===== src/rtl/base_qual_for_n_pkg.sv =====
// Shared definitions for the level qualifier: state encodings and a
// saturating-increment helper reused by any saturating counter.
package base_qual_for_n_pkg;

  typedef enum logic [1:0] {
    S_LO = 2'd0,
    S_QR = 2'd1,
    S_HI = 2'd2,
    S_QF = 2'd3
  } qual_state_e;

  // Returns value+1, or value unchanged once it reaches the all-ones
  // maximum of a counter that is 'width' bits wide (width 1..32).
  function automatic logic [31:0] sat_inc(input logic [31:0] value,
                                          input int unsigned width);
    logic [31:0] max_val;
    max_val = (width >= 32) ? 32'hFFFF_FFFF : ((32'd1 << width) - 32'd1);
    return (value >= max_val) ? value : value + 32'd1;
  endfunction

endpackage


===== src/rtl/base_sat_cnt.sv =====
// Saturating event counter with synchronous clear; clear beats increment
// on the same edge so software never sees a stale count after clearing.
module base_sat_cnt
  import base_qual_for_n_pkg::*;
#(
  parameter int width = 8
) (
  input  logic             clk,
  input  logic             reset,
  input  logic             inc,
  input  logic             clr,
  output logic [width-1:0] count
);

  // Count events, hold at all-ones, clear on request.
  always_ff @(posedge clk or posedge reset) begin
    if (reset) begin
      count <= '0;
    end else if (clr) begin
      count <= '0;
    end else if (inc) begin
      count <= width'(sat_inc(32'(count), width));
    end
  end

endmodule


===== src/rtl/base_qual_for_n.sv =====
// Level qualifier: o_d adopts a new i_d level only after it has been
// sampled n times in a row; shorter excursions are dropped and counted.
module base_qual_for_n
  import base_qual_for_n_pkg::*;
#(
  parameter int n  = 2,
  parameter int cw = $clog2(n + 1),
  parameter int gw = 8
) (
  input  logic          clk,
  input  logic          reset,
  input  logic          i_d,
  input  logic          i_clr_glitch,
  output logic          o_d,
  output logic          o_rise,
  output logic          o_fall,
  output logic          o_qual,
  output logic [gw-1:0] o_glitch_cnt
);

  localparam logic [cw-1:0] last_cnt = cw'(n - 1);

  qual_state_e   state;
  logic [cw-1:0] cnt;
  logic          glitch_evt;

  // A candidate transition that loses its level before completing is a glitch.
  always_comb begin
    glitch_evt = ((state == S_QR) && !i_d) || ((state == S_QF) && i_d);
  end

  // Qualification FSM; all outputs are registered alongside the state.
  always_ff @(posedge clk or posedge reset) begin
    if (reset) begin
      state  <= S_LO;
      cnt    <= '0;
      o_d    <= 1'b0;
      o_rise <= 1'b0;
      o_fall <= 1'b0;
      o_qual <= 1'b0;
    end else begin
      o_rise <= 1'b0;
      o_fall <= 1'b0;
      case (state)
        S_LO: begin
          if (i_d) begin
            if (n == 1) begin
              state  <= S_HI;
              o_d    <= 1'b1;
              o_rise <= 1'b1;
            end else begin
              state  <= S_QR;
              cnt    <= cw'(1);
              o_qual <= 1'b1;
            end
          end
        end
        S_QR: begin
          if (i_d) begin
            if (cnt == last_cnt) begin
              state  <= S_HI;
              cnt    <= '0;
              o_d    <= 1'b1;
              o_rise <= 1'b1;
              o_qual <= 1'b0;
            end else begin
              cnt <= cnt + cw'(1);
            end
          end else begin
            state  <= S_LO;
            cnt    <= '0;
            o_qual <= 1'b0;
          end
        end
        S_HI: begin
          if (!i_d) begin
            if (n == 1) begin
              state  <= S_LO;
              o_d    <= 1'b0;
              o_fall <= 1'b1;
            end else begin
              state  <= S_QF;
              cnt    <= cw'(1);
              o_qual <= 1'b1;
            end
          end
        end
        S_QF: begin
          if (!i_d) begin
            if (cnt == last_cnt) begin
              state  <= S_LO;
              cnt    <= '0;
              o_d    <= 1'b0;
              o_fall <= 1'b1;
              o_qual <= 1'b0;
            end else begin
              cnt <= cnt + cw'(1);
            end
          end else begin
            state  <= S_HI;
            cnt    <= '0;
            o_qual <= 1'b0;
          end
        end
        default: begin
          state  <= S_LO;
          cnt    <= '0;
          o_d    <= 1'b0;
          o_qual <= 1'b0;
        end
      endcase
    end
  end

  base_sat_cnt #(
    .width(gw)
  ) u_glitch_cnt (
    .clk  (clk),
    .reset(reset),
    .inc  (glitch_evt),
    .clr  (i_clr_glitch),
    .count(o_glitch_cnt)
  );

endmodule


===== config.mk =====
export PLATFORM = sky130hd
export DESIGN_NAME = base_qual_for_n
export DESIGN_NICKNAME = d
export VERILOG_FILES = /design/src/rtl/base_qual_for_n_pkg.sv /design/src/rtl/base_sat_cnt.sv /design/src/rtl/base_qual_for_n.sv
export SDC_FILE = /design/constraint.sdc
export NUM_CORES = 1
export LEC_CHECK = 0
export CORE_ASPECT_RATIO = 1.25
export CORE_MARGIN = 2
export CORE_UTILIZATION = 43
export DETAILED_ROUTE_END_ITERATION = 8
export MAX_ROUTING_LAYER = met4
export PLACE_DENSITY = 0.82
export SLEW_MARGIN = 20
export SYNTH_ARGS = -nofsm -noshare
export SYNTH_HDL_FRONTEND = slang
export SYNTH_SLANG_ARGS = --single-unit

===== constraint.sdc =====
create_clock -name clk -period 1.6 [get_ports clk]
set_clock_uncertainty 0.15 [all_clocks]
set_input_delay 0.16 -clock clk [delete_from_list [all_inputs] [get_ports clk]]
set_output_delay 0.16 -clock clk [all_outputs]
set_load 0.03 [all_outputs]

==> parameters.txt <==
Parameter                              Value

Run status
  Run status    finished with violations
  Violations in the final reports    setup timing

Clock tree
  Hold Buf Count CTS    0
  Cts bufs inserted    3
  Clock buffer depth    2
  Htree depth    1
  Setup repair bufs after CTS    0
  CTS tree    done
  Clock net sink count    16
  Clock latency at the later pin of the worst-skew pair    300 ps
  Root cell of the clock tree    sky130_fd_sc_hd__clkbuf_4
  Clock transition at the register clock pins on the worst setup and hold paths after CTS    90 ps

Floorplanning
  Rows    16
  I/O pin total    16
  Die Height    50.5 um
  Die X    41.2 um
  Area of the die    2080 um2
  Initial Utilization    ~46%
  CORE AREA    1600 um2

Yosys
  Combinational family with the most area after synthesis    simple AND/OR/NAND/NOR gates
  Fraction of post-synthesis cell area in the top cell type by area    53.9%
  Synthesized instance count    71
  Post-synthesis net count    76
  Largest cells by area after synthesis    sky130_fd_sc_hd__dfrtp_1, sky130_fd_sc_hd__nand2_1, sky130_fd_sc_hd__nor2_1
  Share of synthesized area spent on multiplexers    1.35%
  Fraction of the yosys area taken by sequential cells    53.9%
  Mapped Avg Cell Area    10.5 um2
  Largest area contributor in the synthesized netlist    sky130_fd_sc_hd__dfrtp_1
  Area fraction in and, or, nand and nor cells after synthesis    21.9%
  Most frequent cell after synthesis    sky130_fd_sc_hd__dfrtp_1
  Cell variety after synth    26
  Number of warnings printed during yosys synthesis    0
  Dominant register cell in the synthesized netlist    sky130_fd_sc_hd__dfrtp_1
  Post-synthesis cell area    743 um2
  Adder and majority cell fraction of the synthesized area    1.68%
  Number of register bits inferred by synthesis    16
  List of most frequent post-synthesis cells    sky130_fd_sc_hd__dfrtp_1, sky130_fd_sc_hd__nand2_1, sky130_fd_sc_hd__nor2_1
  Share of the synthesized area in compound gates (AO/OA/AOI/OAI)    13.5%
  FFs w/ async S/R, synth    between 90% and 100%
  Number of flops mapped to enable cells by yosys    0
  Xor/xnor cell area share of the yosys netlist    5.72%

STA
  Clock period minus worst slack    roughly 1700 ps
  Final Max Tran Viols    0
  Final period util    105%
  Worst-Margin Slew    322 ps
  Final worst hold slack    between 3 and 4 ps
  Setup repair after global routing missed its margin    yes
  Worst Setup Slack, final    -76.8 ps
  Worst slew margin relative to its limit    78.5%
  Endpoints failing setup    4
  Max Clk Rate    596 MHz
  Final Hold Violating Endpoints    0

Layout
  Post-layout nets    between 100 and 150
  Fraction of final layout cells sized beyond drive strength 1    27.2%
  Area growth from synthesis to layout    43.4%
  Final antenna diode count    0

Global routing
  First-pass GRT wire length    2650 um
  All-layer global routing usage    about a fifth
  Largest net degree at the start of global routing    17
  Via count of the first global-routing pass    611
  Leftover overflow at the end of global routing    0
  Number of antenna violations at the first check in global routing    0

Pwr
  Static power due to leakage    approximately 0.53 nW
  Worst voltage drop across the vdd grid    0.000925 V
  Ratio of total power to cell area    between 1000 and 1500 nW/um2
  Power after layout    ~0.0014 W

Worst setup path
  R2R depth    5
  CP Class    reg2reg
  Crit path max fanout    7
  Destination of the worst register-to-register timing path    u_glitch_cnt.count[6]
  Worst endpoint data arrival time    1750 ps
  Reg-to-Reg Start    u_glitch_cnt.count[1]
  Required time reported for the critical path endpoint    1670 ps
  Endpoint class of the critical path    register
  Worst setup slack for register-to-register paths    -80 ps
  Kind of start point of the critical path    register

Placement
  Weighted congestion reported at the end of routability-driven placement    around 0.78
  Buffers added on ports    15
  Detail Placement HPWL    1140 um

Worst hold path
  Hold Crit Class    in2async

Detailed routing
  Wire length per cell    12.4 um
  Avg Vias per Cell    between 5 and 6
  Total vias in the final route    642
  Final ANT Viol Nets    0
  Number of iterations in the first detailed-routing pass    4
  Final wirelength    1510 um
  DRT iter0 DRCs    10
  DRC Markers    0

Job
  Max Cap Violations    0
[cell usage in the layout, fill, tap and decap left out, drive strengths merged]
cell           synthesis  routed
o21bai                 1       1
and3b                  1       1
o21ai                  3       3
a21oi                  5       5
nand3b                 1       1
or3                    2       2
nand3                  4       4
o211ai                 1       1
xnor2                  1       1
nand4                  1       1
nor4                   1       1
nor2                   7       7
dlymetal6s2s           0       1
nor3b                  2       2
nand2                  7       7
clkbuf                 0       4
dlygate4sd2            0      11
nor3                   2       2
mux2i                  1       1
ha                     1       1
clkdlybuf4s50          0       3
o2111ai                1       1
dfrtp                 16      16
xor2                   3       3
buf                    1      14
o21a                   1       1
and3                   1       1
o31ai                  2       2
or4                    2       2
inv                    3       3
[critical path, stage by stage (launching register included)]
cell                       delay, ps
sky130_fd_sc_hd__dfrtp_2         430
sky130_fd_sc_hd__ha_4            170
sky130_fd_sc_hd__nand3_4          90
sky130_fd_sc_hd__o211ai_4        100
sky130_fd_sc_hd__or4_1           500
sky130_fd_sc_hd__a21oi_2         150
[what timing repair did]
item	CTS	global route
setup endpoints to repair	15	9
gates resized for setup	13	1
pin swaps	4	1
[flip-flops by register name, indices dropped and copies added (netlist names), named ones only]
signal / count
o_rise: 1
cnt: 2
u_glitch_cnt.count: 8
o_fall: 1
o_qual: 1
state: 1
o_d: 1
[how the worst max path moves through the flow]
stage                                      from                     to  slack, ps  cells after the start
after floorplan           u_glitch_cnt.count[0]  u_glitch_cnt.count[6]       -130                      5
after global routing      u_glitch_cnt.count[0]  u_glitch_cnt.count[6]       -150                      5
after global placement                      i_d  u_glitch_cnt.count[5]       -230                      5
after CTS                 u_glitch_cnt.count[1]  u_glitch_cnt.count[6]        -90                      5
after detailed placement                    i_d  u_glitch_cnt.count[6]       -290                      5
final                     u_glitch_cnt.count[1]  u_glitch_cnt.count[6]        -80                      5
[per-layer routing]
metal	global-route usage (%)	wire, um	part of all wire [%]
met3	3.98	63	4.2
met2	29.2	742	49
met1	24.3	642	43
met5	-	0	0
met4	12.9	56	3.7
[report_power, final]
part | internal (W) | leakage [nW] | switching (W)
sequential | 0.000496 | 0.203 | 0.0000834
combinational | 0.000267 | 0.313 | 0.000336
clock | 0.0000974 | 0.0150 | 0.000130
total | 0.000860 | 0.531 | 0.000549
[through the flow]
stage	utilization [%]	instance area [um2]	worst slack [ps]	instances	TNS, ps
2_1_floorplan	-	766	-129	71	-502
3_3_place_gp	64.9	1040	-230	117	-1080
3_5_place_dp	64.9	1040	-288	117	-1210
4_1_cts	66.4	1060	-85.3	121	-151
5_1_grt	66.6	1070	-150	121	-767
6_report	66.6	1070	-76.8	121	-130
[area by class of cell]
class / count / area [um2]
flip-flops and latches: 16 / 405
fillers: 141 / 536
inverters: 3 / 11.3
clock buffers: 4 / 26.3
multi-input cells: 51 / 357
well taps: 18 / 22.5
repair buffers: 29 / 244
[kinds of logic (layout without fill, tap and decap cells)]
logic type | after synthesis | in the layout
buffers and inverters | 4 | 36
flip-flops | 16 | 16
multiplexers | 1 | 1
AO/OA/AOI/OAI | 14 | 14
adder cells (fa/ha/maj) | 1 | 1
XOR/XNOR | 4 | 4
AND/OR/NAND/NOR | 31 | 31
(Power assumes the default switching activity.)
